### src/rtl/clkdiv_pkg.sv
// Shared constants for the programmable backscatter clock divider.
package clkdiv_pkg;
    localparam int unsigned CLKDIV_CNT_W        = 8;
    localparam int unsigned CLKDIV_DEFAULT_HALF = 1;
    localparam int unsigned CLKDIV_HALF_MIN     = 0;
    localparam int unsigned CLKDIV_HALF_MAX     = (1 << CLKDIV_CNT_W) - 1;
endpackage

### src/rtl/clock_divider_prog_if.sv
// Control/status bundle of clock_divider_prog; master = firmware side, slave = divider.
interface clock_divider_prog_if #(
    parameter int unsigned CNT_W = clkdiv_pkg::CLKDIV_CNT_W
);
    logic             enable;
    logic [CNT_W-1:0] half_period;
    logic             load;
    logic             sync;
    logic             clock_out;
    logic             tick;
    logic             update_pending;

    modport master (
        output enable, half_period, load, sync,
        input  clock_out, tick, update_pending
    );

    modport slave (
        input  enable, half_period, load, sync,
        output clock_out, tick, update_pending
    );
endinterface

### src/rtl/clkdiv_period_shadow.sv
// Shadow half-period register, pending flag and the mux choosing the value to apply.
import clkdiv_pkg::*;

module clkdiv_period_shadow #(
    parameter int unsigned CNT_W        = CLKDIV_CNT_W,
    parameter int unsigned DEFAULT_HALF = CLKDIV_DEFAULT_HALF
) (
    input  logic             clock,
    input  logic             reset,
    input  logic             i_load,
    input  logic [CNT_W-1:0] i_half_period,
    input  logic             i_apply,
    output logic             o_pend,
    output logic             o_take,
    output logic [CNT_W-1:0] o_new_half
);
    logic [CNT_W-1:0] r_shadow;
    logic             r_pend;

    // A load coinciding with the apply point bypasses the shadow register.
    assign o_new_half = i_load ? i_half_period : r_shadow;
    assign o_take     = i_apply & (i_load | r_pend);
    assign o_pend     = r_pend;

    always_ff @(posedge clock or negedge reset) begin
        if (!reset) begin
            r_shadow <= CNT_W'(DEFAULT_HALF);
            r_pend   <= 1'b0;
        end else if (i_apply) begin
            r_pend <= 1'b0;
            if (i_load) r_shadow <= i_half_period;
        end else if (i_load) begin
            r_shadow <= i_half_period;
            r_pend   <= 1'b1;
        end
    end
endmodule

### src/rtl/clock_divider_prog.sv
// Glitch-free programmable 50% clock divider; ratio changes only at a full-period boundary.
// Optional phase realign on sync when CLKDIV_SYNC_EN is defined.
import clkdiv_pkg::*;

module clock_divider_prog #(
    parameter int unsigned CNT_W        = CLKDIV_CNT_W,
    parameter int unsigned DEFAULT_HALF = CLKDIV_DEFAULT_HALF
) (
    input  logic                 clock,
    input  logic                 reset,
    clock_divider_prog_if.slave  bus
);
    logic [CNT_W-1:0] r_cnt;
    logic [CNT_W-1:0] r_active_half;
    logic             r_clk_out;
    logic             r_tick;
    logic             w_tc;
    logic             w_sync;
    logic             w_apply;
    logic             w_take;
    logic             w_pend;
    logic [CNT_W-1:0] w_new_half;

`ifdef CLKDIV_SYNC_EN
    assign w_sync = bus.sync & bus.enable;
`else
    logic w_unused_sync;
    assign w_unused_sync = bus.sync;
    assign w_sync        = 1'b0;
`endif

    assign w_tc    = (r_cnt == r_active_half);
    // Only the falling edge that closes a period (or a realign) may change the ratio.
    assign w_apply = bus.enable & (w_sync | (w_tc & r_clk_out));

    clkdiv_period_shadow #(
        .CNT_W        (CNT_W),
        .DEFAULT_HALF (DEFAULT_HALF)
    ) u_shadow (
        .clock         (clock),
        .reset         (reset),
        .i_load        (bus.load),
        .i_half_period (bus.half_period),
        .i_apply       (w_apply),
        .o_pend        (w_pend),
        .o_take        (w_take),
        .o_new_half    (w_new_half)
    );

    always_ff @(posedge clock or negedge reset) begin
        if (!reset) begin
            r_cnt         <= '0;
            r_clk_out     <= 1'b0;
            r_tick        <= 1'b0;
            r_active_half <= CNT_W'(DEFAULT_HALF);
        end else begin
            if (w_take) r_active_half <= w_new_half;
            if (!bus.enable) begin
                r_tick <= 1'b0;
            end else if (w_sync) begin
                r_cnt     <= '0;
                r_clk_out <= 1'b0;
                r_tick    <= 1'b0;
            end else if (w_tc) begin
                r_cnt     <= '0;
                r_clk_out <= ~r_clk_out;
                r_tick    <= 1'b1;
            end else begin
                r_cnt  <= r_cnt + 1'b1;
                r_tick <= 1'b0;
            end
        end
    end

    assign bus.clock_out      = r_clk_out;
    assign bus.tick           = r_tick;
    assign bus.update_pending = w_pend;
endmodule

### src/flat_wrapper.sv
// flat-port wrapper written by rule: the top's interface ports become plain ports
module clock_divider_prog_flat 
#(
    parameter int unsigned CNT_W        = CLKDIV_CNT_W,
    parameter int unsigned DEFAULT_HALF = CLKDIV_DEFAULT_HALF
)
  (clock, reset, bus_enable, bus_half_period, bus_load, bus_sync, bus_clock_out, bus_tick, bus_update_pending);
  clock_divider_prog_if #(.CNT_W(CNT_W)) bus_i ();
  input  logic clock;
  input  logic reset;
  input wire logic [$bits(bus_i.enable)-1:0] bus_enable;
  input wire logic [$bits(bus_i.half_period)-1:0] bus_half_period;
  input wire logic [$bits(bus_i.load)-1:0] bus_load;
  input wire logic [$bits(bus_i.sync)-1:0] bus_sync;
  output wire logic [$bits(bus_i.clock_out)-1:0] bus_clock_out;
  output wire logic [$bits(bus_i.tick)-1:0] bus_tick;
  output wire logic [$bits(bus_i.update_pending)-1:0] bus_update_pending;
  assign bus_i.enable = bus_enable;
  assign bus_i.half_period = bus_half_period;
  assign bus_i.load = bus_load;
  assign bus_i.sync = bus_sync;
  assign bus_clock_out = bus_i.clock_out;
  assign bus_tick = bus_i.tick;
  assign bus_update_pending = bus_i.update_pending;
  clock_divider_prog #(.CNT_W(CNT_W), .DEFAULT_HALF(DEFAULT_HALF)) u_core (.clock(clock), .reset(reset), .bus(bus_i));
endmodule
### config.mk
export PLATFORM = sky130hd
export DESIGN_NAME = clock_divider_prog_flat
export DESIGN_NICKNAME = d
export VERILOG_FILES = /design/src/rtl/clkdiv_pkg.sv /design/src/rtl/clock_divider_prog_if.sv /design/src/rtl/clkdiv_period_shadow.sv /design/src/rtl/clock_divider_prog.sv /design/src/flat_wrapper.sv
export SDC_FILE = /design/constraint.sdc
export NUM_CORES = 1
export LEC_CHECK = 0
export ABC_AREA = 1
export CAP_MARGIN = 40
export CORE_MARGIN = 5
export CORE_UTILIZATION = 49
export CTS_CLUSTER_DIAMETER = 100
export DETAILED_ROUTE_END_ITERATION = 8
export GPL_ROUTABILITY_DRIVEN = 0
export PLACE_DENSITY_LB_ADDON = 0.2
export SYNTH_ARGS = -nofsm -noshare
export SYNTH_HDL_FRONTEND = slang
export SYNTH_HIERARCHICAL = 1
export SYNTH_SLANG_ARGS = --single-unit
export TNS_END_PERCENT = 100
### constraint.sdc
create_clock -name clock -period 1.67 [get_ports clock]
set_input_delay 0.2505 -clock clock [delete_from_list [all_inputs] [get_ports clock]]
set_output_delay 0.2505 -clock clock [all_outputs]
set_load 0.01 [all_outputs]
==> results.yml <==
global_route:
  grt-ovfl-total: 0
  grt_pass1_vias: 1251
  grt_max_degree: 28
  grt_first_pass_wirelength_mm: 5.05
  track_usage_pct: 15.1
  grt_antenna_before_repair: 0
setup_path:
  r2r-end: "u_core/r_active_half[2]"
  r2r_setup_slack_ns: -0.05
  cp_num_cells: 10
  path_max_fanout: 8
  worstRegToRegCells: 10
  setup.worst_path.start: "u_core/r_active_half[0]"
  worst_path_largest_cell_delay_ns: 0.56
  cp.buffers_inverters: 2
  required_ns: 1.93
  arrival_ns: 1.97
  cpMaxStageDelayCell: "dfstp_2"
  cp_cell_sequence: "xnor2_1, nand2_1, nor2_2, nand3_4, nor2_4, inv_2, nor2_4, clkbuf_16, nand2_1, o21ai_1"
  cp-endpoint: "u_core/r_active_half[2]"
  r2r-start: "u_core/r_active_half[0]"
  cp_top_family: "simple AND/OR/NAND/NOR gates"
  end_kind: "register"
  crit_type: "register to register"
  start_kind: "register"
outcome:
  status: "finished, violations left"
  violations: "setup timing"
final_layout:
  final_layout_size_suffix_gt1_share_pct: 17.6
  area_growth_pct: 23.0
  final_cells: 253
  fin_nets: 237
  finalInstanceArea_sq_um: 1750
  diodes: 0
clock_network:
  clk_pin_slew_ns: 0.15
  cts.sinks: 27
  cts_max_path_buffers: 2
  worstSkewPairLatency_ns: 0.32
  h-tree-depth: 1
  cts-root-buf: "clkbuf_4"
  cts-buffers-inserted: 3
  cts_tree: "done"
power:
  leakage_nw: 0.941
  total_power_mw: 1.71
  ir_worst_vdd_mv: 0.861
  p_per_area_nw_per_um2: 977
worst_hold_path:
  hp-class: "input pin to async pin"
route:
  routed_via_density: 4.72
  final_antenna_net_count: 0
  vias: 1193
  drt_iter0_markers: 59
  avgRoutedWirePerCell_um: 11.1
  drt-total-wl_mm: 2.81
  dr.pass1.iters: 4
  route.detailed.drc: 0
sta:
  rsz0062_at_grt: "true"
  setup_viol: 7
  setup_slack_ns: -0.0451
  fmax_ghz: 0.583
  skew_ns: 0.00277
  worstMarginPinSlew_ns: 0.338
  setup_tns_ns: -0.195
  relSlewSlack_pct: 77.5
  period_minus_slack_ns: 1.72
  post-route-period-util_pct: 103
  slew_violations: 0
  final-hold-violation-count: 0
synthesis:
  ys_ff_latch: 27
  netlist_area_sq_um: 1420
  synth_cells: 194
  syn_area_per_cell_sq_um: 7.33
  yosysSeqAreaShare_pct: 47.7
  yosys_warnings: 6
  ys_types: 19
  synthesis.nets: 208
placed_design:
  dpl_cell_area_sq_um: 1670
  pre_cts_ws_ns: -0.0876
  dpl.cell_count: 247
  io_buffers: 14
  place_hpwl_mm: 2.14
floorplan:
  start_util_pct: 51.5
  die_h_um: 63.9
  core_area_sq_um: 2760
  die-area_sq_um: 4080
  pin_count: 16
  rows: 19
  die_x_um: 63.9
run:
  drv_cap: 0
## routing by layer
| layer | vias up | GRT usage (%) | share of wire, % | wire length [um] |
|---|---|---|---|---|
| met3 | 2 | 2.98 | 1.6 | 46 |
| met5 | - | 0 | 0 | 0 |
| met1 | 565 | 17.9 | 45 | 1270 |
| li1 | 619 | - | - | - |
| met2 | 7 | 27.3 | 52 | 1470 |
| met4 | 0 | 4.68 | 0.64 | 18 |
## through the flow
step / utilization (%) / hold WS (ns)
finish: 63.4 / 0.274
global route: 63.4 / 0.300
CTS: 62.2 / 0.281
detailed placement: 60.7 / 0.456
global placement: 60.7 / 0.457
floorplan: - / -0.0451
## cell families after synthesis
logic type | synth area share (%)
AOI/OAI and AO/OA | 3.52
buffers and inverters | 11.4
adders and majority gates | 0.880
xor gates and xnor gates | 3.08
DFF | 47.7
and+or+nand+nor | 33.5
## power breakdown
| group | internal [mW] | total, mW | switching [mW] | leakage (nW) |
|---|---|---|---|---|
| logic | 0.242 | 0.579 | 0.337 | 0.625 |
| clock network | 0.0895 | 0.282 | 0.192 | 0.0177 |
| registers | 0.749 | 0.846 | 0.0973 | 0.298 |
| total | 1.08 | 1.71 | 0.626 | 0.941 |
## Yosys cell counts
| master | number | area (sq um) |
|---|---|---|
| xnor2_1 | 2 | 17.5 |
| inv_2 | 5 | 18.8 |
| o21ai_0 | 10 | 50.1 |
| nor2_4 | 2 | 22.5 |
| nand3_1 | 3 | 15.0 |
| nor2_1 | 12 | 45.0 |
| nand2_2 | 2 | 12.5 |
| dfrtp_1 | 25 | 626 |
| dfstp_2 | 2 | 52.6 |
| clkbuf_1 | 1 | 3.75 |
| ha_1 | 1 | 12.5 |
| nand3_4 | 1 | 17.5 |
| inv_1 | 27 | 101 |
| clkinv_1 | 1 | 3.75 |
| xor2_1 | 3 | 26.3 |
| nor2_2 | 3 | 18.8 |
| nand4_1 | 1 | 6.26 |
| nand2_1 | 90 | 338 |
| buf_6 | 3 | 33.8 |
## sequential cells by signal (all words and copies together) (netlist names)
register and count:
u_core/bus.tick 1, u_core/r_cnt 8, u_core/r_active_half 8, u_core/u_shadow/o_pend 1, u_core/u_shadow/r_shadow 8, u_core/bus.clock_out 1
## placed cells by master, fill, tap and decap left out
cell type        synthesis  layout
nand2_1                 90      87
inv_1                   27      26
dfrtp_1                 25      25
clkdlybuf4s50_1          0      14
buf_4                    0      12
nor2_1                  12      10
o21ai_1                  0       8
inv_2                    5       6
nand2_2                  2       5
nor2_4                   2       4
clkbuf_4                 0       3
nor2_2                   3       3
nand3_1                  3       3
xor2_1                   3       3
xnor2_1                  2       2
o21ai_0                 10       2
dfstp_2                  2       2
clkinv_2                 0       1
clkbuf_16                0       1
clkinv_1                 1       1
nand3_4                  1       1
nand4_1                  1       1
ha_1                     1       1
buf_12                   0       1
## final cells by class
cell class,instances,area (sq um)
Clock buffer,3,22.5
Inverter,33,124
Tap cell,31,38.8
Clock inverter,1,5.00
Multi-Input combinational cell,130,604
Sequential cell,27,678
Timing Repair Buffer,28,275
Fill cell,240,1010
## worst min-delay path by stage
stage,startpoint,to,slack (ns),cells past startpoint
floorplan,reset,u_core/bus.clock_out,-0.05,0
finish,reset,u_core/u_shadow/r_shadow[1],0.27,2
detailed placement,u_core/u_shadow/r_shadow[2],u_core/u_shadow/r_shadow[2],0.46,2
global route,reset,u_core/u_shadow/r_shadow[1],0.30,2
global placement,u_core/u_shadow/r_shadow[4],u_core/u_shadow/r_shadow[4],0.46,2
CTS,reset,u_core/u_shadow/r_shadow[1],0.28,2
## timing repair
| action | in CTS | in global routing |
|---|---|---|
| hold endpoints to repair | 0 | 0 |
| gates cloned | 0 | 1 |
| buffers inserted | 1 | 0 |
| endpoints found under the setup margin | 8 | 8 |
| gates resized for setup | 4 | 10 |
| pin swaps | 1 | 6 |
| hold buffers | 0 | 0 |
No activity file was read; power rests on OpenSTA's default activity.
